## src/rtl/fp_add_pipe.sv

```systemverilog
// Four-stage pipelined floating-point adder/subtractor: decode/swap, align,
// add/leading-zero count, normalize/round/pack. Denormal inputs flush to zero.
module fp_add_pipe #(
    parameter int EXP_W = 5,
    parameter int MAN_W = 10
) (
    input  logic                   clock_80,
    input  logic                   reset_n_80,
    input  logic                   in_valid_80,
    input  logic                   op_sub_80,
    input  logic [EXP_W+MAN_W:0]   input_1_80,
    input  logic [EXP_W+MAN_W:0]   input_2_80,
    output logic                   out_valid_80,
    output logic [EXP_W+MAN_W:0]   sum_80,
    output logic                   overflow_80,
    output logic                   underflow_80,
    output logic                   zero_80,
    output logic                   invalid_80
);

    localparam int W     = 1 + EXP_W + MAN_W;
    localparam int SIG_W = MAN_W + 1;           // significand with hidden bit
    localparam int ALN_W = MAN_W + 4;           // significand plus guard/round/sticky
    localparam int SUM_W = ALN_W + 1;           // plus carry-out
    localparam int LZ_W  = $clog2(ALN_W + 1);
    localparam int XW    = EXP_W + 2;           // signed exponent work width
    localparam logic signed [XW-1:0] EXP_TOP = XW'((1 << EXP_W) - 1);
    localparam logic [W-1:0] QNAN = {1'b0, {EXP_W{1'b1}}, 1'b1, {(MAN_W-1){1'b0}}};

    typedef struct packed {
        logic         hit;
        logic [W-1:0] res;
        logic         inv;
        logic         zero;
    } spec_t;

    function automatic logic [LZ_W-1:0] count_lz(input logic [ALN_W-1:0] v);
        count_lz = LZ_W'(ALN_W);
        for (int i = 0; i < ALN_W; i++)
            if (v[i]) count_lz = LZ_W'(ALN_W - 1 - i);
    endfunction

    // ---------------- S1: decode, special detect, swap ----------------
    logic             a_sign, b_sign;
    logic [EXP_W-1:0] a_exp, b_exp;
    logic [MAN_W-1:0] a_frac, b_frac;
    logic             a_zero, b_zero, a_nan, b_nan, a_inf, b_inf, swap;
    spec_t            spec_d;

    assign a_sign = input_1_80[W-1];
    assign b_sign = input_2_80[W-1] ^ op_sub_80;
    assign a_exp  = input_1_80[W-2 -: EXP_W];
    assign b_exp  = input_2_80[W-2 -: EXP_W];
    assign a_frac = input_1_80[MAN_W-1:0];
    assign b_frac = input_2_80[MAN_W-1:0];
    assign a_zero = (a_exp == '0);
    assign b_zero = (b_exp == '0);
    assign a_nan  = (&a_exp) & (|a_frac);
    assign b_nan  = (&b_exp) & (|b_frac);
    assign a_inf  = (&a_exp) & ~(|a_frac);
    assign b_inf  = (&b_exp) & ~(|b_frac);
    assign swap   = {b_exp, b_frac} > {a_exp, a_frac};

    // NOTE: every always_comb output gets a default first so no path can infer a latch.
    always_comb begin
        spec_d = '{hit: 1'b1, res: '0, inv: 1'b0, zero: 1'b0};
        if (a_nan || b_nan || (a_inf && b_inf && (a_sign != b_sign))) begin
            spec_d.res = QNAN;
            spec_d.inv = 1'b1;
        end else if (a_inf) begin
            spec_d.res = {a_sign, a_exp, a_frac};
        end else if (b_inf) begin
            spec_d.res = {b_sign, b_exp, b_frac};
        end else if (a_zero && b_zero) begin
            spec_d.res  = {a_sign & b_sign, {(W-1){1'b0}}};
            spec_d.zero = 1'b1;
        end else if (a_zero) begin
            spec_d.res = {b_sign, b_exp, b_frac};
        end else if (b_zero) begin
            spec_d.res = {a_sign, a_exp, a_frac};
        end else begin
            spec_d.hit = 1'b0;
        end
    end

    logic [2:0] vld;

    always_ff @(posedge clock_80 or negedge reset_n_80) begin
        if (!reset_n_80) vld <= '0;
        else             vld <= {vld[1:0], in_valid_80};
    end

    // NOTE: datapath stages carry no reset; their contents only reach the outputs
    // alongside a stage valid bit, and those valid bits are reset.
    logic             s1_sign, s1_sub;
    logic [EXP_W-1:0] s1_exp, s1_diff;
    logic [SIG_W-1:0] s1_big, s1_small;
    spec_t            s1_spec;

    always_ff @(posedge clock_80) begin
        s1_sign  <= swap ? b_sign : a_sign;
        s1_exp   <= swap ? b_exp : a_exp;
        s1_big   <= {1'b1, swap ? b_frac : a_frac};
        s1_small <= {1'b1, swap ? a_frac : b_frac};
        s1_diff  <= swap ? b_exp - a_exp : a_exp - b_exp;
        s1_sub   <= a_sign ^ b_sign;
        s1_spec  <= spec_d;
    end

    // ---------------- S2: align smaller operand ----------------
    logic [2*ALN_W-1:0] wide;
    logic [ALN_W-1:0]   small_al;

    always_comb begin
        wide = {s1_small, 3'b000, {ALN_W{1'b0}}} >> s1_diff;
        if (int'(s1_diff) > MAN_W + 3)
            small_al = {{(ALN_W-1){1'b0}}, 1'b1};
        else
            small_al = {wide[2*ALN_W-1:ALN_W+1], wide[ALN_W] | (|wide[ALN_W-1:0])};
    end

    logic             s2_sign, s2_sub;
    logic [EXP_W-1:0] s2_exp;
    logic [ALN_W-1:0] s2_big, s2_small;
    spec_t            s2_spec;

    always_ff @(posedge clock_80) begin
        s2_sign  <= s1_sign;
        s2_sub   <= s1_sub;
        s2_exp   <= s1_exp;
        s2_big   <= {s1_big, 3'b000};
        s2_small <= small_al;
        s2_spec  <= s1_spec;
    end

    // ---------------- S3: add / subtract, leading-zero count ----------------
    logic [SUM_W-1:0] sum_d;

    assign sum_d = s2_sub ? {1'b0, s2_big} - {1'b0, s2_small}
                          : {1'b0, s2_big} + {1'b0, s2_small};

    logic             s3_sign;
    logic [EXP_W-1:0] s3_exp;
    logic [SUM_W-1:0] s3_sum;
    logic [LZ_W-1:0]  s3_lz;
    spec_t            s3_spec;

    always_ff @(posedge clock_80) begin
        s3_sign <= s2_sign;
        s3_exp  <= s2_exp;
        s3_sum  <= sum_d;
        s3_lz   <= count_lz(sum_d[ALN_W-1:0]);
        s3_spec <= s2_spec;
    end

    // ---------------- S4: normalize, round, pack ----------------
    logic [ALN_W-1:0]       norm;
    logic [SIG_W-1:0]       mant;
    logic [SIG_W:0]         mant_r;
    logic [MAN_W-1:0]       frac_r;
    logic                   rnd;
    logic signed [XW-1:0]   exp_n, exp_r;
    logic [W-1:0]           res;
    logic                   res_ovf, res_unf, res_zero, res_inv;

    always_comb begin
        if (s3_sum[SUM_W-1]) begin
            norm  = {s3_sum[SUM_W-1:2], s3_sum[1] | s3_sum[0]};
            exp_n = $signed({2'b00, s3_exp} + XW'(1));
        end else begin
            norm  = s3_sum[ALN_W-1:0] << s3_lz;
            exp_n = $signed({2'b00, s3_exp} - {{(XW-LZ_W){1'b0}}, s3_lz});
        end
        mant   = norm[ALN_W-1:3];
        rnd    = norm[2] & (norm[1] | norm[0] | mant[0]);
        mant_r = {1'b0, mant} + {{SIG_W{1'b0}}, rnd};
        frac_r = mant_r[SIG_W] ? mant_r[SIG_W-1:1] : mant_r[MAN_W-1:0];
        exp_r  = exp_n + $signed({{(XW-1){1'b0}}, mant_r[SIG_W]});

        res      = {s3_sign, exp_r[EXP_W-1:0], frac_r};
        res_ovf  = 1'b0;
        res_unf  = 1'b0;
        res_zero = 1'b0;
        res_inv  = 1'b0;
        if (s3_spec.hit) begin
            res      = s3_spec.res;
            res_inv  = s3_spec.inv;
            res_zero = s3_spec.zero;
        end else if (s3_sum == '0) begin
            res      = '0;
            res_zero = 1'b1;
        end else if (exp_r[XW-1] || exp_r == '0) begin
            // Underflow always flushes to +0, whatever the sign of the lost value.
            res      = '0;
            res_unf  = 1'b1;
            res_zero = 1'b1;
        end else if (exp_r >= EXP_TOP) begin
            res     = {s3_sign, {EXP_W{1'b1}}, {MAN_W{1'b0}}};
            res_ovf = 1'b1;
        end
    end

    always_ff @(posedge clock_80 or negedge reset_n_80) begin
        if (!reset_n_80) begin
            out_valid_80 <= 1'b0;
            sum_80       <= '0;
            overflow_80  <= 1'b0;
            underflow_80 <= 1'b0;
            zero_80      <= 1'b0;
            invalid_80   <= 1'b0;
        end else begin
            out_valid_80 <= vld[2];
            if (vld[2]) begin
                sum_80       <= res;
                overflow_80  <= res_ovf;
                underflow_80 <= res_unf;
                zero_80      <= res_zero;
                invalid_80   <= res_inv;
            end
        end
    end

endmodule

```

## config.mk

```make
export PLATFORM = sky130hd
export DESIGN_NAME = fp_add_pipe
export DESIGN_NICKNAME = d
export VERILOG_FILES = /design/src/rtl/fp_add_pipe.sv
export SDC_FILE = /design/constraint.sdc
export NUM_CORES = 1
export LEC_CHECK = 0
export ABC_AREA = 1
export BUFFER_PORTS_ARGS = -buffer_cell sky130_fd_sc_hd__clkbuf_2
export CORE_MARGIN = 3
export CORE_UTILIZATION = 40
export CTS_BUF_LIST = sky130_fd_sc_hd__clkbuf_4 sky130_fd_sc_hd__clkbuf_8
export CTS_CLUSTER_DIAMETER = 80
export DETAILED_ROUTE_END_ITERATION = 8
export HOLD_SLACK_MARGIN = 0.06
export PLACE_DENSITY = 0.63
export SLEW_MARGIN = 30
export SYNTH_ARGS = -nofsm -noshare
export SYNTH_HDL_FRONTEND = slang
export SYNTH_SLANG_ARGS = --single-unit
```

## constraint.sdc

```tcl
create_clock -name clock_80 -period 8.6 [get_ports clock_80]
set_input_delay 1.29 -clock clock_80 [delete_from_list [all_inputs] [get_ports clock_80]]
set_output_delay 1.29 -clock clock_80 [all_outputs]
set_load 0.005 [all_outputs]
```

Word level (Yosys, flattened, before mapping) --
Index checks and enable logic that the tools add are counted.
Storage, ports and cells: register bits 169, logic and storage cells 129
Operators by class: add/subtract/negate cells 8, order comparisons 3, shift operators 2, bitwise operators 14, muxes and demuxes 44, reduce and logical (&&, ||, !) cells 20, eq/ne operators 1
Operators with widths (count):
- 2-to-1 mux 16 bit | 8
- 2-to-1 mux 10 bit | 3
- 2-to-1 mux 15 bit | 2
- >> shifter 28 x 5 -> 28 bit | 1
- 2-to-1 mux 4 bit | 5
- OR reduction 10 bit | 2
- adder 14 x 14 -> 15 bit | 1
- > comparator 15 bit | 1
- zero test 15 bit | 1
- 2-to-1 mux 1 bit | 15
- subtractor 14 x 14 -> 15 bit | 1
- 2-to-1 mux 14 bit | 1
- OR reduction 14 bit | 1
- << shifter 14 x 4 -> 14 bit | 1
- adder 11 x 1 -> 12 bit | 1
- 2-to-1 mux 3 bit | 4
- zero test 5 bit | 2
- 2-to-1 mux 5 bit | 2
- AND reduction 5 bit | 2
- subtractor 5 bit | 2
- OR reduction 8 bit | 1
- adder 7 x 2 -> 7 bit | 1
- greater-or-equal comparator 7 x 6 -> 1 bit (second input constant) | 1
- zero test 7 bit | 1
- other kinds (16) | 32

Logic depth before layout (Yosys ltp) --
depth in word-level cells 15, mapped depth 28, mapped depth without buffers 27

Worst setup path after synthesis --
OpenSTA, ideal clock, no wires.
path type in2reg, start point in input_1_80[12], end point reg s1_big[0], stages on the path 10, required time 8.475 ns, setup slack 5.608 ns, arrival time 2.867 ns, cell sequence inv_1 ha_1 a21oi_1 o21bai_1 a221oi_1 nand2_1 nand2_1 buf_2 clkbuf_1 o21ai_0
Between the ends: longest elaborated chain between the ends 2
Ends and longest elaborated chain:
- start: declaration | line 11 | input logic [EXP_W+MAN_W:0] input_1_80,
- > comparator 15 bit | line 62 | assign swap = {b_exp, b_frac} > {a_exp, a_frac};
- 2-to-1 mux 10 bit | line 103 | s1_big <= {1'b1, swap ? b_frac : a_frac};
- end signal: assignment | line 103
- end: declaration | line 97 | logic [SIG_W-1:0] s1_big, s1_small;
Every way passes these cells. A chain may end at the register's enable or synchronous reset.

Final worst setup path --
start point reg s3_lz[0], end point reg sum_80[11]
Between the ends: longest elaborated chain between the ends 12
Ends and longest elaborated chain:
- start: declaration | line 145 | logic [LZ_W-1:0] s3_lz;
- start signal: assignment | line 152 | s3_lz <= count_lz(sum_d[ALN_W-1:0]);
- << shifter 14 x 4 -> 14 bit | line 171 | norm = s3_sum[ALN_W-1:0] << s3_lz;
- 2-to-1 mux 14 bit | line 167 | if (s3_sum[SUM_W-1]) begin
- bitwise OR 1 bit (2 in a row) | line 175 | rnd = norm[2] & (norm[1] | norm[0] | mant[0]);
- AND 1 bit | line 175
- adder 11 x 1 -> 12 bit | line 176 | mant_r = {1'b0, mant} + {{SIG_W{1'b0}}, rnd};
- adder 7 x 2 -> 7 bit (*) | line 178 | exp_r = exp_n + $signed({{(XW-1){1'b0}}, mant_r[SIG_W]});
- greater-or-equal comparator 7 x 6 -> 1 bit / zero test 7 bit (equally long branches) | line 197, 192
- 2-to-1 mux 15 bit / logical OR 1 bit (equally long branches) | line 197, 192
- 2-to-1 mux 16 bit (*) | line 192 | end else if (exp_r[XW-1] || exp_r == '0) begin
- 2-to-1 mux 16 bit (*) | line 189 | end else if (s3_sum == '0) begin
- 2-to-1 mux 16 bit (*) | line 185 | if (s3_spec.hit) begin
- end signal: assignment | line 214 | sum_80 <= res;
- end: declaration | line 14 | output logic [EXP_W+MAN_W:0] sum_80,
Mark *: on every way between the ends. The rest lies on a longest branch, timed or not.

==> results.md <==
* Leakage at roughly 4.7 nW
* Fin crit share at 0.4178
* Post-Syn Nets at between 1000 and 1500
* Outcome: finished clean
* Clk_lat worst skew at ~0.44 ns
* Clock Tree Buf Depth at 2
* CP required at about 9 ns
* Setup_tns at 0 ns
* Syn avg cell area at 7.445 um^2
* Fill count at approximately 2100
* Clock transition at path regs at around 0.09 ns
* Starting Density at 0.4097
* DR vias at 7490
* Pwr dens at 315.3 nW/um^2
* DIE HEIGHT at 153.2 um
* Initial drt markers at 439
* Placed Instances at approximately 1500
* Num CTS Buffers at 17
* RSZ-0062 raised after global routing: false
* Area growth syn-to-layout at 10.29%
* CP max-delay cell: dfxtp_1
* First-pass GRT wire length at 33730 um
* Mapped Area at between 8000 and 9000 um^2
* Gpl congestion at 0.9536
* VDD IR-drop max at between 0.0001 and 0.00015 V
* Total gr overflow at 0
* Largest net degree at the start of global routing at 52
* Worst Tran Pin Value at 0.8862 ns
* Finished Layout Cells at 1494
* Fmax at 0.2783 GHz
* Max Cap Viol at 0
* CP Buf/Inv Count at 4
* Post-CTS sizing at 0
* Post-synth EDFFs at 0
* Drt drc at 0
* Netlist cell types at 50
* Design area at roughly 9600 um^2
* CTS H-Tree Depth at 4
* Die area at between 20000 and 25000 um^2
* WL per Instance at around 13 um
* Tot Pwr at between 3 and 4 mW
* Setup Viol. Count Final at 0
* Vias in the first global route at around 7000
* Max stage delay on crit path at approximately 0.68 ns
* GRT Total Usage at 0.1712
* Worst Setup EP: sum_80[11]
* Die X at around 150 um
* Crit path launch type: flop
* CP top delay family: simple AND/OR/NAND/NOR gates
* # diodes at 0
* Yosys top cell by area: dfxtp_1
* Root Driver: clkbuf_8
* Final Max Slew Viols at 0
* Tmin final at between 3 and 4 ns
* FF-to-FF End: sum_80[11]
* Final-report hold violation count at 0
* Slew headroom at 0.4084
* FF+latch count, synth at approximately 170
* Clk sink count at ~170
* Layout cell share with drive strength beyond 1 at 0.1132
* Setup crit start: s3_lz[0]
* I/O pin count at 57
* ANT nets after route at 0
* Initial antenna violation count at 0
* Fin nets at between 1000 and 1500
* Tightest Hold Check Type: reg2reg
* Top FF cell, synth: dfxtp_1
* CP Capture Type: flop
* Clock skew at ~0.016 ns
* FP Rows at 53
* Top post-synthesis cells by area: dfxtp_1 33%, nand2_1 14%, ha_1 7.4%
* Critical-path maximum fanout at 16
* First-pass iteration count of the detailed router at 5
* Yosys warning total at 0
* Asr flop ratio synth at 0.1420
* Critical Path Most Common Cell: nand2_1
* Detailed Route WL at about 20000 um
* Crit path DAT at 3.96 ns
* Reg2reg start: s3_lz[0]
* Dpl cell area at between 9000 and 10000 um^2
* Post-Synthesis Cells at around 1200
* Sequential cell area fraction in the yosys report at 0.4043
* # hold bufs at CTS at 0
* DP Wirelength at around 16000 um
* Port Buffers at 56
* Fin util at 0.4518
* Post-CTS Setup Bufs at 0
* DR vias/cell at between 5 and 6
* Reg-to-reg slack, setup at roughly 5 ns
* CP Class: reg2reg
* Worst path depth at 26
* Synth top area share at 0.3350
* Register-to-Register Path Depth at 26
* Core Area at approximately 21000 um^2
* TritonCTS clock tree: yes
==> synth_stat cells (2+ instances only) <==
master / n
o2111ai_1: 3
clkinv_1: 3
nor2_8: 3
nand3_2: 9
xnor2_1: 3
or2_2: 2
a21o_1: 2
nor2_4: 3
fa_1: 4
o22ai_1: 5
nand2_1: 318
o221ai_1: 2
o21ai_1: 6
a31oi_1: 7
dfxtp_1: 145
ha_1: 51
nor2_2: 4
nand2_4: 3
nand3b_1: 2
clkbuf_1: 17
o21bai_1: 5
buf_2: 11
nor3_1: 5
nand3_1: 90
mux2i_1: 2
a32oi_1: 8
xor2_1: 14
buf_1: 2
buf_6: 4
nor4_1: 8
nand2_2: 13
nand4_1: 18
inv_2: 6
dfrtp_1: 24
o21ai_0: 74
nor2_1: 85
a21oi_1: 60
o211ai_1: 6
inv_1: 125
a21oi_2: 2
==> through the flow <==
stage | hold WS, ns | setup slack (ns)
floorplan | 0.3096 | 5.608
global route | 0.3263 | 4.512
CTS | 0.3259 | 5.014
global placement | 0.3114 | 5.078
detailed placement | 0.3121 | 5.037
finish | 0.3244 | 5.007
==> power breakdown <==
group	internal [mW]	switching, mW
Clock	0.303	0.285
Combinational	0.472	0.879
Sequential	0.929	0.145
Total	1.70	1.31
==> cells by family after synthesis <==
family	share of synthesized area
buffers and inverters	0.07840
adder cells (fa/ha/maj)	0.08288
multiplexers	0.002310
AO/OA/AOI/OAI	0.1235
flip-flops	0.4043
XOR/XNOR	0.01718
AND/OR/NAND/NOR	0.2915
==> per-layer routing <==
layer  track usage  share of wire
met1        0.2341           0.48
met2        0.2778           0.45
met3       0.03199          0.048
met4       0.04879          0.018
met5             0              0
==> flip-flops by register name, indices dropped and copies added, names as in the netlist, 10 cells and up <==
register / count
s1_spec: 19
s2_big: 10
s2_spec: 19
s3_spec: 19
s1_big: 10
s2_small: 14
sum_80: 16
s3_sum: 15
s1_small: 10
==> layout by cell type (no fill, tap or decap), types with 9 or more instances in the layout <==
master and n:
a21oi_1 60, clkbuf_2 56, clkbuf_8 18, dfrtp_1 24, dfxtp_1 145, ha_1 51
inv_1 125, nand2_1 318, nand2_2 13, nand3_1 90, nand3_2 9, nand4_1 18
nor2_1 85, o21ai_0 74, xor2_1 14
==> area by class of cell <==
class | instances | area, um^2 | area share
clock buffer | 18 | 247.7 | 0.02592
timing repair buffer | 58 | 295.3 | 0.03089
clock inverter | 14 | 181.4 | 0.01898
multi-input combinational | 826 | 4483 | 0.4690
inverter | 134 | 503.0 | 0.05262
tap | 275 | 344.1 | 0.03600
sequential | 169 | 3503 | 0.3665
==> worst min path at each step <==
| stage | start | depth (start not counted) | slack [ns] | to |
|---|---|---|---|---|
| after floorplan | s1_big[7] | 0 | 0.31 | s2_big[10] |
| after global placement | s2_spec[12] | 0 | 0.31 | s3_spec[12] |
| after detailed placement | s2_spec[8] | 0 | 0.31 | s3_spec[8] |
| after CTS | s2_spec[18] | 0 | 0.33 | s3_spec[18] |
| after global routing | s2_spec[8] | 0 | 0.33 | s3_spec[8] |
| final | s2_spec[18] | 0 | 0.32 | s3_spec[18] |
Power figures use the tool's default switching activity.
